[src/rtl/mips_mc_control.sv]
// Multi-cycle MIPS control FSM: decodes op into datapath/memory controls and counts retired instructions.
// Latency: lw 5, sw/R-type/addi 4, beq/bne/j 3 cycles with zero-wait memory; outputs are combinational from state.
// Backpressure: FETCH, MEMRD and MEMWR stall while mem_ready is low; mem_ready is ignored in every other state.
module mips_mc_control #(
   parameter int CNT_W       = 32,
   parameter bit ENABLE_ADDI = 1'b1
) (
   input  logic             clk,
   input  logic             reset,
   input  logic [5:0]       op,
   input  logic             zero,
   input  logic             mem_ready,
   output logic             mem_read,
   output logic             mem_write,
   output logic             iord,
   output logic             ir_write,
   output logic             reg_dst,
   output logic             mem_to_reg,
   output logic             reg_write,
   output logic             alu_src_a,
   output logic [1:0]       alu_src_b,
   output logic [1:0]       alu_op,
   output logic [1:0]       pc_source,
   output logic             pc_en,
   output logic [3:0]       state,
   output logic             retired,
   output logic             illegal,
   output logic [CNT_W-1:0] retire_count
);

   typedef enum logic [3:0] {
      S_FETCH  = 4'd0,
      S_DECODE = 4'd1,
      S_MEMADR = 4'd2,
      S_MEMRD  = 4'd3,
      S_MEMWB  = 4'd4,
      S_MEMWR  = 4'd5,
      S_EXEC   = 4'd6,
      S_ALUWB  = 4'd7,
      S_BRANCH = 4'd8,
      S_JUMP   = 4'd9,
      S_ADDIEX = 4'd10,
      S_ADDIWB = 4'd11
   } state_t;

   state_t     cur_state;
   state_t     nxt_state;
   logic [5:0] op_q;        // opcode captured in DECODE; later states never look at the live op
   logic       ir_write_raw;
   logic       pc_en_raw;

   // State register; reset abandons any in-flight instruction.
   always_ff @(posedge clk or negedge reset) begin
      if (!reset) cur_state <= S_FETCH;
      else        cur_state <= nxt_state;
   end

   // Capture the opcode once, in DECODE, for MEMADR and BRANCH to use.
   always_ff @(posedge clk or negedge reset) begin
      if (!reset)                     op_q <= 6'd0;
      else if (cur_state == S_DECODE) op_q <= op;
   end

   // Retired-instruction counter, wraps naturally at 2^CNT_W.
   always_ff @(posedge clk or negedge reset) begin
      if (!reset)       retire_count <= '0;
      else if (retired) retire_count <= retire_count + {{(CNT_W-1){1'b0}}, 1'b1};
   end

   // Next-state and per-state control outputs; everything defaults to 0.
   always_comb begin
      nxt_state    = S_FETCH;
      mem_read     = 1'b0;
      mem_write    = 1'b0;
      iord         = 1'b0;
      ir_write_raw = 1'b0;
      reg_dst      = 1'b0;
      mem_to_reg   = 1'b0;
      reg_write    = 1'b0;
      alu_src_a    = 1'b0;
      alu_src_b    = 2'b00;
      alu_op       = 2'b00;
      pc_source    = 2'b00;
      pc_en_raw    = 1'b0;
      retired      = 1'b0;
      illegal      = 1'b0;
      case (cur_state)
         S_FETCH: begin
            mem_read  = 1'b1;
            alu_src_b = 2'b01;
            if (mem_ready) begin
               ir_write_raw = 1'b1;
               pc_en_raw    = 1'b1;
               nxt_state    = S_DECODE;
            end else begin
               nxt_state = S_FETCH;
            end
         end
         S_DECODE: begin
            alu_src_b = 2'b11;
            case (op)
               6'h00:        nxt_state = S_EXEC;
               6'h23, 6'h2B: nxt_state = S_MEMADR;
               6'h04, 6'h05: nxt_state = S_BRANCH;
               6'h02:        nxt_state = S_JUMP;
               6'h08: begin
                  if (ENABLE_ADDI) nxt_state = S_ADDIEX;
                  else             illegal   = 1'b1;
               end
               default:      illegal = 1'b1;
            endcase
         end
         S_MEMADR: begin
            alu_src_a = 1'b1;
            alu_src_b = 2'b10;
            nxt_state = (op_q == 6'h23) ? S_MEMRD : S_MEMWR;
         end
         S_MEMRD: begin
            mem_read  = 1'b1;
            iord      = 1'b1;
            nxt_state = mem_ready ? S_MEMWB : S_MEMRD;
         end
         S_MEMWB: begin
            reg_write  = 1'b1;
            mem_to_reg = 1'b1;
            retired    = 1'b1;
         end
         S_MEMWR: begin
            mem_write = 1'b1;
            iord      = 1'b1;
            retired   = mem_ready;
            nxt_state = mem_ready ? S_FETCH : S_MEMWR;
         end
         S_EXEC: begin
            alu_src_a = 1'b1;
            alu_op    = 2'b10;
            nxt_state = S_ALUWB;
         end
         S_ALUWB: begin
            reg_write = 1'b1;
            reg_dst   = 1'b1;
            retired   = 1'b1;
         end
         S_ADDIEX: begin
            alu_src_a = 1'b1;
            alu_src_b = 2'b10;
            nxt_state = S_ADDIWB;
         end
         S_ADDIWB: begin
            reg_write = 1'b1;
            retired   = 1'b1;
         end
         S_BRANCH: begin
            alu_src_a = 1'b1;
            alu_op    = 2'b01;
            pc_source = 2'b01;
            pc_en_raw = ((op_q == 6'h04) & zero) | ((op_q == 6'h05) & ~zero);
            retired   = 1'b1;
         end
         S_JUMP: begin
            pc_source = 2'b10;
            pc_en_raw = 1'b1;
            retired   = 1'b1;
         end
         default: nxt_state = S_FETCH;
      endcase
   end

   // FETCH is the reset state and reacts to mem_ready, so its pulses are held off while reset is low.
   assign ir_write = ir_write_raw & reset;
   assign pc_en    = pc_en_raw & reset;
   assign state    = cur_state;

endmodule

[config.mk]
export PLATFORM = sky130hd
export DESIGN_NAME = mips_mc_control
export DESIGN_NICKNAME = d
export VERILOG_FILES = /design/src/rtl/mips_mc_control.sv
export SDC_FILE = /design/constraint.sdc
export NUM_CORES = 1
export LEC_CHECK = 0
export CAP_MARGIN = 20
export CORE_MARGIN = 3
export CORE_UTILIZATION = 30
export DETAILED_ROUTE_END_ITERATION = 16
export PLACE_DENSITY = 0.53
export REMOVE_ABC_BUFFERS = 1
export SLEW_MARGIN = 20
export SYNTH_ARGS = -nofsm -noshare
export SYNTH_HDL_FRONTEND = slang
export SYNTH_SLANG_ARGS = --single-unit
[constraint.sdc]
create_clock -name clk -period 2.2 [get_ports clk]
set_input_delay 0.66 -clock clk [delete_from_list [all_inputs] [get_ports clk]]
set_output_delay 0.66 -clock clk [all_outputs]
set_load 0.05 [all_outputs]
==> results.yml, run 1 <==
sta:
  period_share_pct: 107
  finalSetupViolCount: 11
  holdWs_ns: 0.176
  rsz0062_at_grt: "yes"
  hold_violations: 0
  worst_pin_slew_ns: 0.530
  fmax_mhz: 426
  drv_slew: 0
  period_needed_ns: 2.35
  clock_skew_ns: 0.00835
  fin_ws_ns: -0.146
  slew_headroom_pct: 64.6
global_route:
  grt_pass1_vias: 2227
  grt_max_degree: 42
  antenna_found_initial: 0
  grt_overflow_total: 0
  grt_pass1_wl_um: 11500
  grtUsageTotal_pct: 14.6
clock_tree:
  clkSinkCount: 42
  cts_root_buf: "clkbuf_8"
  cts_tree: "yes"
  htreeDepth: 2
  path_clk_slew_ns: 0.07
  clockBufferDepth: 2
  clk_latency_ns: 0.30
  cts_inserted_buffers: 5
drt:
  wl_um: 7060
  drcViolationCount: 0
  vias: 2296
  wl_per_cell_um: 15.1
  ant_nets: 0
  drt_iter0_drc: 115
  drtPass1Iterations: 4
  viasPerCell: 4.93
power:
  power.leakage_nw: 1.94
  power_mw: 2.25
  powerDensity_nw_per_um2: 543
  peakVddDrop_v: 0.000671
critical_path:
  cp_max_fo: 2
  cp-end-kind: "output pin"
  required_ns: 1.54
  crit_type: "primary input to output pin"
  start_kind: "primary input"
  arrival_ns: 1.69
synthesis:
  synth_warnings: 0
  yosysTopAreaCellShare_pct: 41.2
  synth-seq-area-share_pct: 41.2
  ys_ff_latch: 42
  ys.flop_type: "dfrtp_1"
  synth_cell_type_count: 51
  synthTopCellsByArea: "dfrtp_1 41%, xor2_1 8.6%, nor4_2 6.4%"
  synth_edf_count: 0
  syn_inst: 248
  synthArstFlopShare_pct: 100
  synth.avg_cell_area_um2: 10.3
  yosys.area.top_type: "dfrtp_1"
  syn_area_um2: 2550
floorplanning:
  rows: 33
  initial_utilization_pct: 30.9
  die_w_um: 98.2
  dieArea_um2: 9650
  io_pins: 63
  die_y_um: 98.2
  core_area_um2: 8260
status:
  violations: "setup timing"
  status: "finished with violations"
placed_design:
  dpl_worst_slack_ns: -0.507
  dpl.hpwl_um: 4910
  place_congestion: 0.782
  io_buffers: 62
run:
  drv_cap: 0
finish:
  area_growth_pct: 62.5
  final_core_util_pct: 50.2
  drive_gt1_share_pct: 51.0
  nNetsFinal: 371
  n_fill_cell: 776
  diodes: 0
min_path:
  min_path_type: "primary input to asynchronous set/reset pin"
[repair_timing]
action | 4_1_cts | 5_1_grt
setup endpoints to repair | 13 | 13
hold buffers | 0 | 0
buffers inserted | 10 | 17
pin swaps | 13 | 18
resized for setup | 47 | 42
[where the power goes]
group	leakage (nW)	internal, mW	total [mW]	switching (mW)
Sequential	0.557	0.843	0.935	0.0914
Clock	0.0452	0.224	0.491	0.267
Combinational	1.34	0.369	0.824	0.455
Total	1.94	1.44	2.25	0.813
[path summary, 6_finish.rpt]
path | start | end | slack [ns] | cells after the start
max | op[0] | illegal | -0.15 | 5
min | reset | state[3] | 0.18 | 1
max reg2reg | state[1] | retire_count[13] | 0.11 | 8
min reg2reg | retire_count[31] | retire_count[31] | 0.47 | 1
max in group asynchronous | reset | op_q[1] | 1.29 | 2
min in group clk | retire_count[31] | retire_count[31] | 0.47 | 1
[cell usage after synthesis (3+ instances only)]
| cell type | n |
|---|---|
| nor4b_1 | 4 |
| nor2_1 | 10 |
| nor4_1 | 4 |
| nor4_2 | 13 |
| inv_1 | 5 |
| o21ai_0 | 4 |
| nand3_1 | 8 |
| nand4_4 | 3 |
| nor3b_1 | 5 |
| nand2_1 | 24 |
| and2_1 | 3 |
| a21oi_1 | 6 |
| clkbuf_1 | 3 |
| mux2_2 | 6 |
| and3_1 | 7 |
| nand4_1 | 6 |
| buf_6 | 4 |
| xnor2_1 | 9 |
| and4_1 | 4 |
| nor3_1 | 16 |
| dfrtp_1 | 42 |
| xor2_1 | 25 |
| nand2b_1 | 3 |
[logic make-up (layout without fill, tap and decap cells)]
kind of cell / Yosys count / after routing / share of synthesized area, %
flip-flops: 42 / 42 / 41.2
multiplexers: 6 / 6 / 2.65
buffers and inverters: 20 / 133 / 5.25
adder cells (fa/ha/maj): 1 / 1 / 0.490
AND/OR/NAND/NOR: 123 / 123 / 33.1
XOR/XNOR: 34 / 34 / 11.7
AO/OA/AOI/OAI: 22 / 22 / 5.69
[critical path, stage by stage]
cell,delay [ns]
buf_2,0.12
or3_1,0.38
a211oi_2,0.27
nor2_1,0.10
buf_6,0.16
[per-stage QoR]
stage               cell area (µm²)  setup TNS (ns)  std cells
global route                   4150           -1.52        466
global placement               3540           -8.11        432
detailed placement             3540           -8.76        432
finish                         4150          -0.682        466
floorplan                      2440          -11.65        234
CTS                            3830          -0.622        450
[flip-flops by register name, indices dropped and copies added (netlist names)]
signal	count
state	4
retire_count	32
op_q	6
[cell usage in the layout, fill, tap and decap left out, drive strengths merged, types with 2 or more instances in the layout]
cell,count
clkbuf,9
and3,7
nand4,9
dlymetal6s2s,3
a31oi,2
xnor2,9
and2,3
nor3b,5
nor4,17
a21o,2
buf,112
clkinv,2
nand3,10
nand2,25
nor4b,5
nor3,16
a21oi,6
nand2b,3
xor2,25
mux2,6
nor2,11
and4,4
dfrtp,42
inv,6
o21ai,4
[metal layers]
layer  global-route usage, %  wire [µm]  share of wire [%]  vias to the layer above
li1                        -          -                  -                     1114
met1                    20.9       3380                 48                     1129
met2                    21.8       3290                 47                       42
met3                    2.36        206                2.9                       11
met4                    6.09        181                2.6                        0
met5                       0          0                  0                        -
[cell type report]
type | count | area [µm²] | area share [%]
Timing Repair Buffer | 119 | 1230 | 29.7
Inverter | 6 | 25.0 | 0.603
Multi-Input combinational cell | 186 | 1620 | 39.1
Clock buffer | 6 | 72.6 | 1.75
Tap cell | 105 | 131 | 3.17
Sequential cell | 42 | 1050 | 25.3
Clock inverter | 2 | 13.8 | 0.332
Note: power is estimated with default switching activity, not from simulation.
==> inputs of run 2 (changes only) <==
--- a/config.mk
+++ b/config.mk
@@ -8,10 +8,10 @@
 export CAP_MARGIN = 20
 export CORE_MARGIN = 3
 export CORE_UTILIZATION = 30
+export CTS_BUF_LIST = sky130_fd_sc_hd__clkbuf_4 sky130_fd_sc_hd__clkbuf_8 sky130_fd_sc_hd__clkbuf_16
 export DETAILED_ROUTE_END_ITERATION = 16
 export PLACE_DENSITY = 0.53
 export REMOVE_ABC_BUFFERS = 1
-export SLEW_MARGIN = 20
 export SYNTH_ARGS = -nofsm -noshare
 export SYNTH_HDL_FRONTEND = slang
 export SYNTH_SLANG_ARGS = --single-unit
==> run 2 against run 1 <==
Against the previous run: the flow still finishes with violations (setup timing); final cell count is the same; power is 0.68% higher; count of clock-buffer cells in the layout unchanged; wire length up 0.51%; combinational power is essentially flat; global-route usage hardly changed; via count grew 0.44%; critical path type unchanged.
==> results.yml, run 2 (synthesis results as in run 1) <==
status:
  status: "finished with violations"
  violations: "setup timing"
critical_path:
  crit_type: "primary input to output pin"
  arrival_ns: 1.69
  cp-end-kind: "output pin"
  cp_max_fo: 2
  start_kind: "primary input"
  required_ns: 1.54
global_route:
  grt_pass1_wl_um: 11500
  grt_overflow_total: 0
  grtUsageTotal_pct: 14.6
  antenna_found_initial: 0
  grt_max_degree: 42
  grt_pass1_vias: 2224
finish:
  final_common_cell: "buf_4"
  nNetsFinal: 371
  multi_input_area_um2: 1620
  design_area_um2: 4150
  mostFrequentLayoutCells: "75 x buf_4, 42 x dfrtp_1, 25 x xor2_1, 23 x nand2_1, 20 x buf_12"
  regMostFlops: "retire_count"
  drive_gt1_share_pct: 51.2
  regArea_um2: 1050
  area_growth_pct: 62.6
  instances_no_fill: 466
  n_fill_cell: 774
  largest_register_ffs: 32
  diodes: 0
floorplanning:
  dieArea_um2: 9650
  core_area_um2: 8260
  die_w_um: 98.2
  initial_utilization_pct: 30.9
  io_pins: 63
  die_y_um: 98.2
  rows: 33
sta:
  finalSetupViolCount: 11
  period_needed_ns: 2.35
  tns_ns: -0.676
  clock_skew_ns: 0.00947
  fmax_mhz: 426
  fin_ws_ns: -0.147
  period_share_pct: 107
  slew_headroom_pct: 64.7
  worst_pin_slew_ns: 0.529
  drv_slew: 0
  rsz0062_at_grt: "yes"
  hold_violations: 0
placed_design:
  place_congestion: 0.782
  io_buffers: 62
  post_dp_cell_area_um2: 3540
  dpl.hpwl_um: 4910
  dp.cells: 432
clock_tree:
  cts_root_buf: "clkbuf_8"
  path_clk_slew_ns: 0.07
  clockBufferDepth: 2
  cts_inserted_buffers: 5
  htreeDepth: 2
  clkSinkCount: 42
  clk_latency_ns: 0.30
  cts_tree: "yes"
  cts_hold_buffers: 0
power:
  power.leakage_nw: 1.94
  peakVddDrop_v: 0.000672
  power_mw: 2.27
  powerDensity_nw_per_um2: 546
drt:
  wl_um: 7090
  ant_nets: 0
  vias: 2306
  drt_iter0_drc: 107
  viasPerCell: 4.95
  drcViolationCount: 0
  wl_per_cell_um: 15.2
  drtPass1Iterations: 4
run:
  drv_cap: 0
min_path:
  min_path_type: "primary input to asynchronous set/reset pin"
## run 2: cell count changes in the layout (fill, tap and decap cells not counted)
cell / previous run / this run
clkbuf_4: 0 / 1
clkbuf_1: 1 / 0
## run 2: area by class of cell
| class | count | area share [%] |
|---|---|---|
| Clock buffer | 6 | 1.84 |
| Clock inverter | 2 | 0.332 |
| Inverter | 6 | 0.603 |
| Multi-Input combinational cell | 186 | 39.1 |
| Sequential cell | 42 | 25.3 |
| Tap cell | 105 | 3.17 |
| Timing Repair Buffer | 119 | 29.6 |
## run 2: path summary, 6_finish.rpt
| check | start | to | slack [ns] | depth (start not counted) |
|---|---|---|---|---|
| max | op[0] | illegal | -0.15 | 5 |
| min | reset | state[3] | 0.18 | 1 |
| max reg2reg | state[1] | retire_count[13] | 0.12 | 8 |
| min reg2reg | retire_count[31] | retire_count[31] | 0.47 | 1 |
| max in group asynchronous | reset | op_q[1] | 1.29 | 2 |
| min in group clk | retire_count[31] | retire_count[31] | 0.47 | 1 |
## run 2: routing by layer
metal / track usage, % / wire [µm] / up-vias / part of all wire, %
li1: - / - / 1116 / -
met2: 21.8 / 3320 / 38 / 47
met5: 0 / 0 / - / 0
met3: 2.36 / 184 / 11 / 2.6
met1: 20.8 / 3410 / 1141 / 48
met4: 6.09 / 181 / 0 / 2.6
## run 2: repair_timing
item	4_1_cts	5_1_grt
pin swaps	13	18
hold endpoints to repair	0	0
setup endpoints to repair	13	13
resized for setup	47	42
buffers inserted	10	17
## run 2: power by group
group | internal [mW] | switching, mW
Sequential | 0.843 | 0.0923
Combinational | 0.369 | 0.455
Clock | 0.236 | 0.269
## run 2: stage by stage
stage | hold slack (ns) | setup slack (ns) | util [%]
3_3_place_gp | 0.459 | -0.491 | 42.9
6_report | 0.177 | -0.147 | 50.3
4_1_cts | 0.162 | -0.182 | 46.4
5_1_grt | 0.156 | -0.202 | 50.3
3_5_place_dp | 0.463 | -0.507 | 42.9
2_1_floorplan | 0.364 | -1.82 | -
## run 2: worst max-delay path, cell delays in order
cell and delay [ns]:
buf_2 0.12, or3_1 0.38, a211oi_2 0.27, nor2_1 0.10, buf_6 0.16
==> inputs of run 3 (changes only) <==
--- a/config.mk
+++ b/config.mk
@@ -9,6 +9,7 @@
 export CORE_MARGIN = 3
 export CORE_UTILIZATION = 30
 export CTS_BUF_LIST = sky130_fd_sc_hd__clkbuf_4 sky130_fd_sc_hd__clkbuf_8 sky130_fd_sc_hd__clkbuf_16
+export CTS_CLUSTER_DIAMETER = 100
 export DETAILED_ROUTE_END_ITERATION = 16
 export PLACE_DENSITY = 0.53
 export REMOVE_ABC_BUFFERS = 1
==> constraint.sdc (replaced) <==
create_clock -name clk -period 2.4 [get_ports clk]
set_input_delay 0.72 -clock clk [delete_from_list [all_inputs] [get_ports clk]]
set_output_delay 0.72 -clock clk [all_outputs]
set_load 0.05 [all_outputs]
==> run 3 against run 2 <==
Against the previous run: the flow still finishes with violations (setup timing); clock skew is 0.0017 ns lower; critical path depth stayed put; sequential power is 8.7% lower; wire length is 4.1% lower; flip-flop and latch count stayed put; critical path type is now register to output pin; setup slack better by 0.11 ns.
==> results.yml, run 3 (synthesis results as in run 1) <==
status:
  status: "finished with violations"
  violations: "setup timing"
power:
  powerDensity_nw_per_um2: 547
  switchingPower_uw: 705
  intPower_mw: 1.39
  swShare_pct: 33.7
  power_mw: 2.09
  peakVddDrop_v: 0.000660
  power_frac_clock_pct: 27.4
  power.leakage_nw: 1.69
  p_comb_share_pct: 31.7
  p_seq_share_pct: 40.9
min_path:
  min_path_type: "primary input to asynchronous set/reset pin"
sta:
  period_needed_ns: 2.44
  slew_headroom_pct: 65.3
  rsz0062_at_grt: "yes"
  period_share_pct: 102
  finalSetupViolCount: 3
  holdWs_ns: 0.224
  clock_skew_ns: 0.00773
  hold_violations: 0
  drv_slew: 0
  worst_pin_slew_ns: 0.521
  fin_ws_ns: -0.0395
  fmax_mhz: 410
  tns_ns: -0.105
finish:
  area_growth_pct: 49.9
  diodes: 0
  final_common_cell: "dfrtp_1"
  design_area_um2: 3830
  final_core_util_pct: 46.3
  mostFrequentLayoutCells: "39 x dfrtp_1, 32 x buf_4, 28 x clkdlybuf4s50_1, 25 x xor2_1, 24 x nand2_1"
  regMostFlops: "retire_count"
  n_fill_cell: 798
  drive_gt1_share_pct: 36.1
  instances_no_fill: 440
  nNetsFinal: 345
  largest_register_ffs: 32
run:
  drv_cap: 0
critical_path:
  crit_path_cell_trace: "nor4b_4 > nand2_1 > nor3_2 > o21a_1 > buf_12"
  start_kind: "register"
  cp-end-kind: "output pin"
  cp_max_fo: 6
  arrival_ns: 1.72
  cp_num_buf_inv: 1
  crit_type: "register to output pin"
  crit_family: "simple AND/OR/NAND/NOR gates"
  slowest_delay_ns: 0.46
  cp_slowest_cell: "dfrtp_2"
  required_ns: 1.68
floorplanning:
  core_area_um2: 8260
  dieArea_um2: 9650
  rows: 33
  initial_utilization_pct: 30.9
  die_w_um: 98.2
  die_y_um: 98.2
  io_pins: 63
drt:
  drtPass1Iterations: 4
  wl_per_cell_um: 15.5
  vias: 2203
  drt_iter0_drc: 57
  ant_nets: 0
  viasPerCell: 5.01
  wl_um: 6800
  drcViolationCount: 0
clock_tree:
  cts_root_buf: "clkbuf_8"
  cts_tree: "yes"
  path_clk_slew_ns: 0.07
  cts_inserted_buffers: 5
  htreeDepth: 2
  clkSinkCount: 42
  cts_hold_buffers: 0
  clockBufferDepth: 2
  clk_latency_ns: 0.30
global_route:
  grt_max_degree: 42
  grt_overflow_total: 0
  antenna_found_initial: 0
  grt_pass1_wl_um: 11300
  grtUsageTotal_pct: 14.4
  grt_pass1_vias: 2148
placed_design:
  io_buffers: 62
  dpl.hpwl_um: 4800
  post_dp_cell_area_um2: 3500
  dpl_worst_slack_ns: -0.443
  place_congestion: 0.795
  dp.cells: 424
-- run 3: changes by cell type in the layout (fill, tap and decap cells not counted), sizes merged --
cell           before  now
dlygate4sd2         0    3
bufinv              0    1
dlymetal6s2s        3    1
clkbuf              9    7
clkdlybuf4s15       1    0
clkinv              2    0
buf               112   61
clkdlybuf4s50       0   28
-- run 3: power groups by stage --
stage | Combinational (mW) | Sequential (mW) | Clock [mW]
detailed placement | 0.627 | 0.865 | 0
floorplan | 0.250 | 0.967 | 0
finish | 0.665 | 0.855 | 0.574
global route | 0.702 | 0.871 | 0.628
global placement | 0.622 | 0.866 | 0
CTS | 0.646 | 0.855 | 0.595
-- run 3: final cells by class --
type	instances	area, µm²	area share (%)
clock buffer	7	83.8	2.19
multi-input combinational	186	1490	39.0
inverter	6	25.0	0.654
clock inverter	1	30.0	0.785
sequential	42	1050	27.6
tap	105	131	3.43
timing repair buffer	93	1010	26.4
-- run 3: routing by layer --
layer	share of wire, %	vias to the layer above	routed length [µm]	GRT usage, %
li1	-	1065	-	-
met1	48	1096	3270	20.4
met2	48	35	3240	22.0
met3	2.5	7	171	2.29
met4	1.9	0	126	5.78
met5	0	-	0	0
-- run 3: what timing repair did --
action	CTS	global route
setup endpoints to repair	8	12
pin swaps	9	8
gates resized for setup	41	22
buffers inserted	5	3
-- run 3: final timing paths --
kind | startpoint | end | slack [ns] | cells after the start
hold / removal | reset | state[3] | 0.22 | 1
max in group asynchronous | reset | state[1] | 1.44 | 2
min in group clk | retire_count[31] | retire_count[31] | 0.47 | 1
setup reg to reg | state[3] | retire_count[11] | 0.37 | 6
hold reg to reg | retire_count[31] | retire_count[31] | 0.47 | 1
setup / recovery | state[0] | pc_en | -0.04 | 5
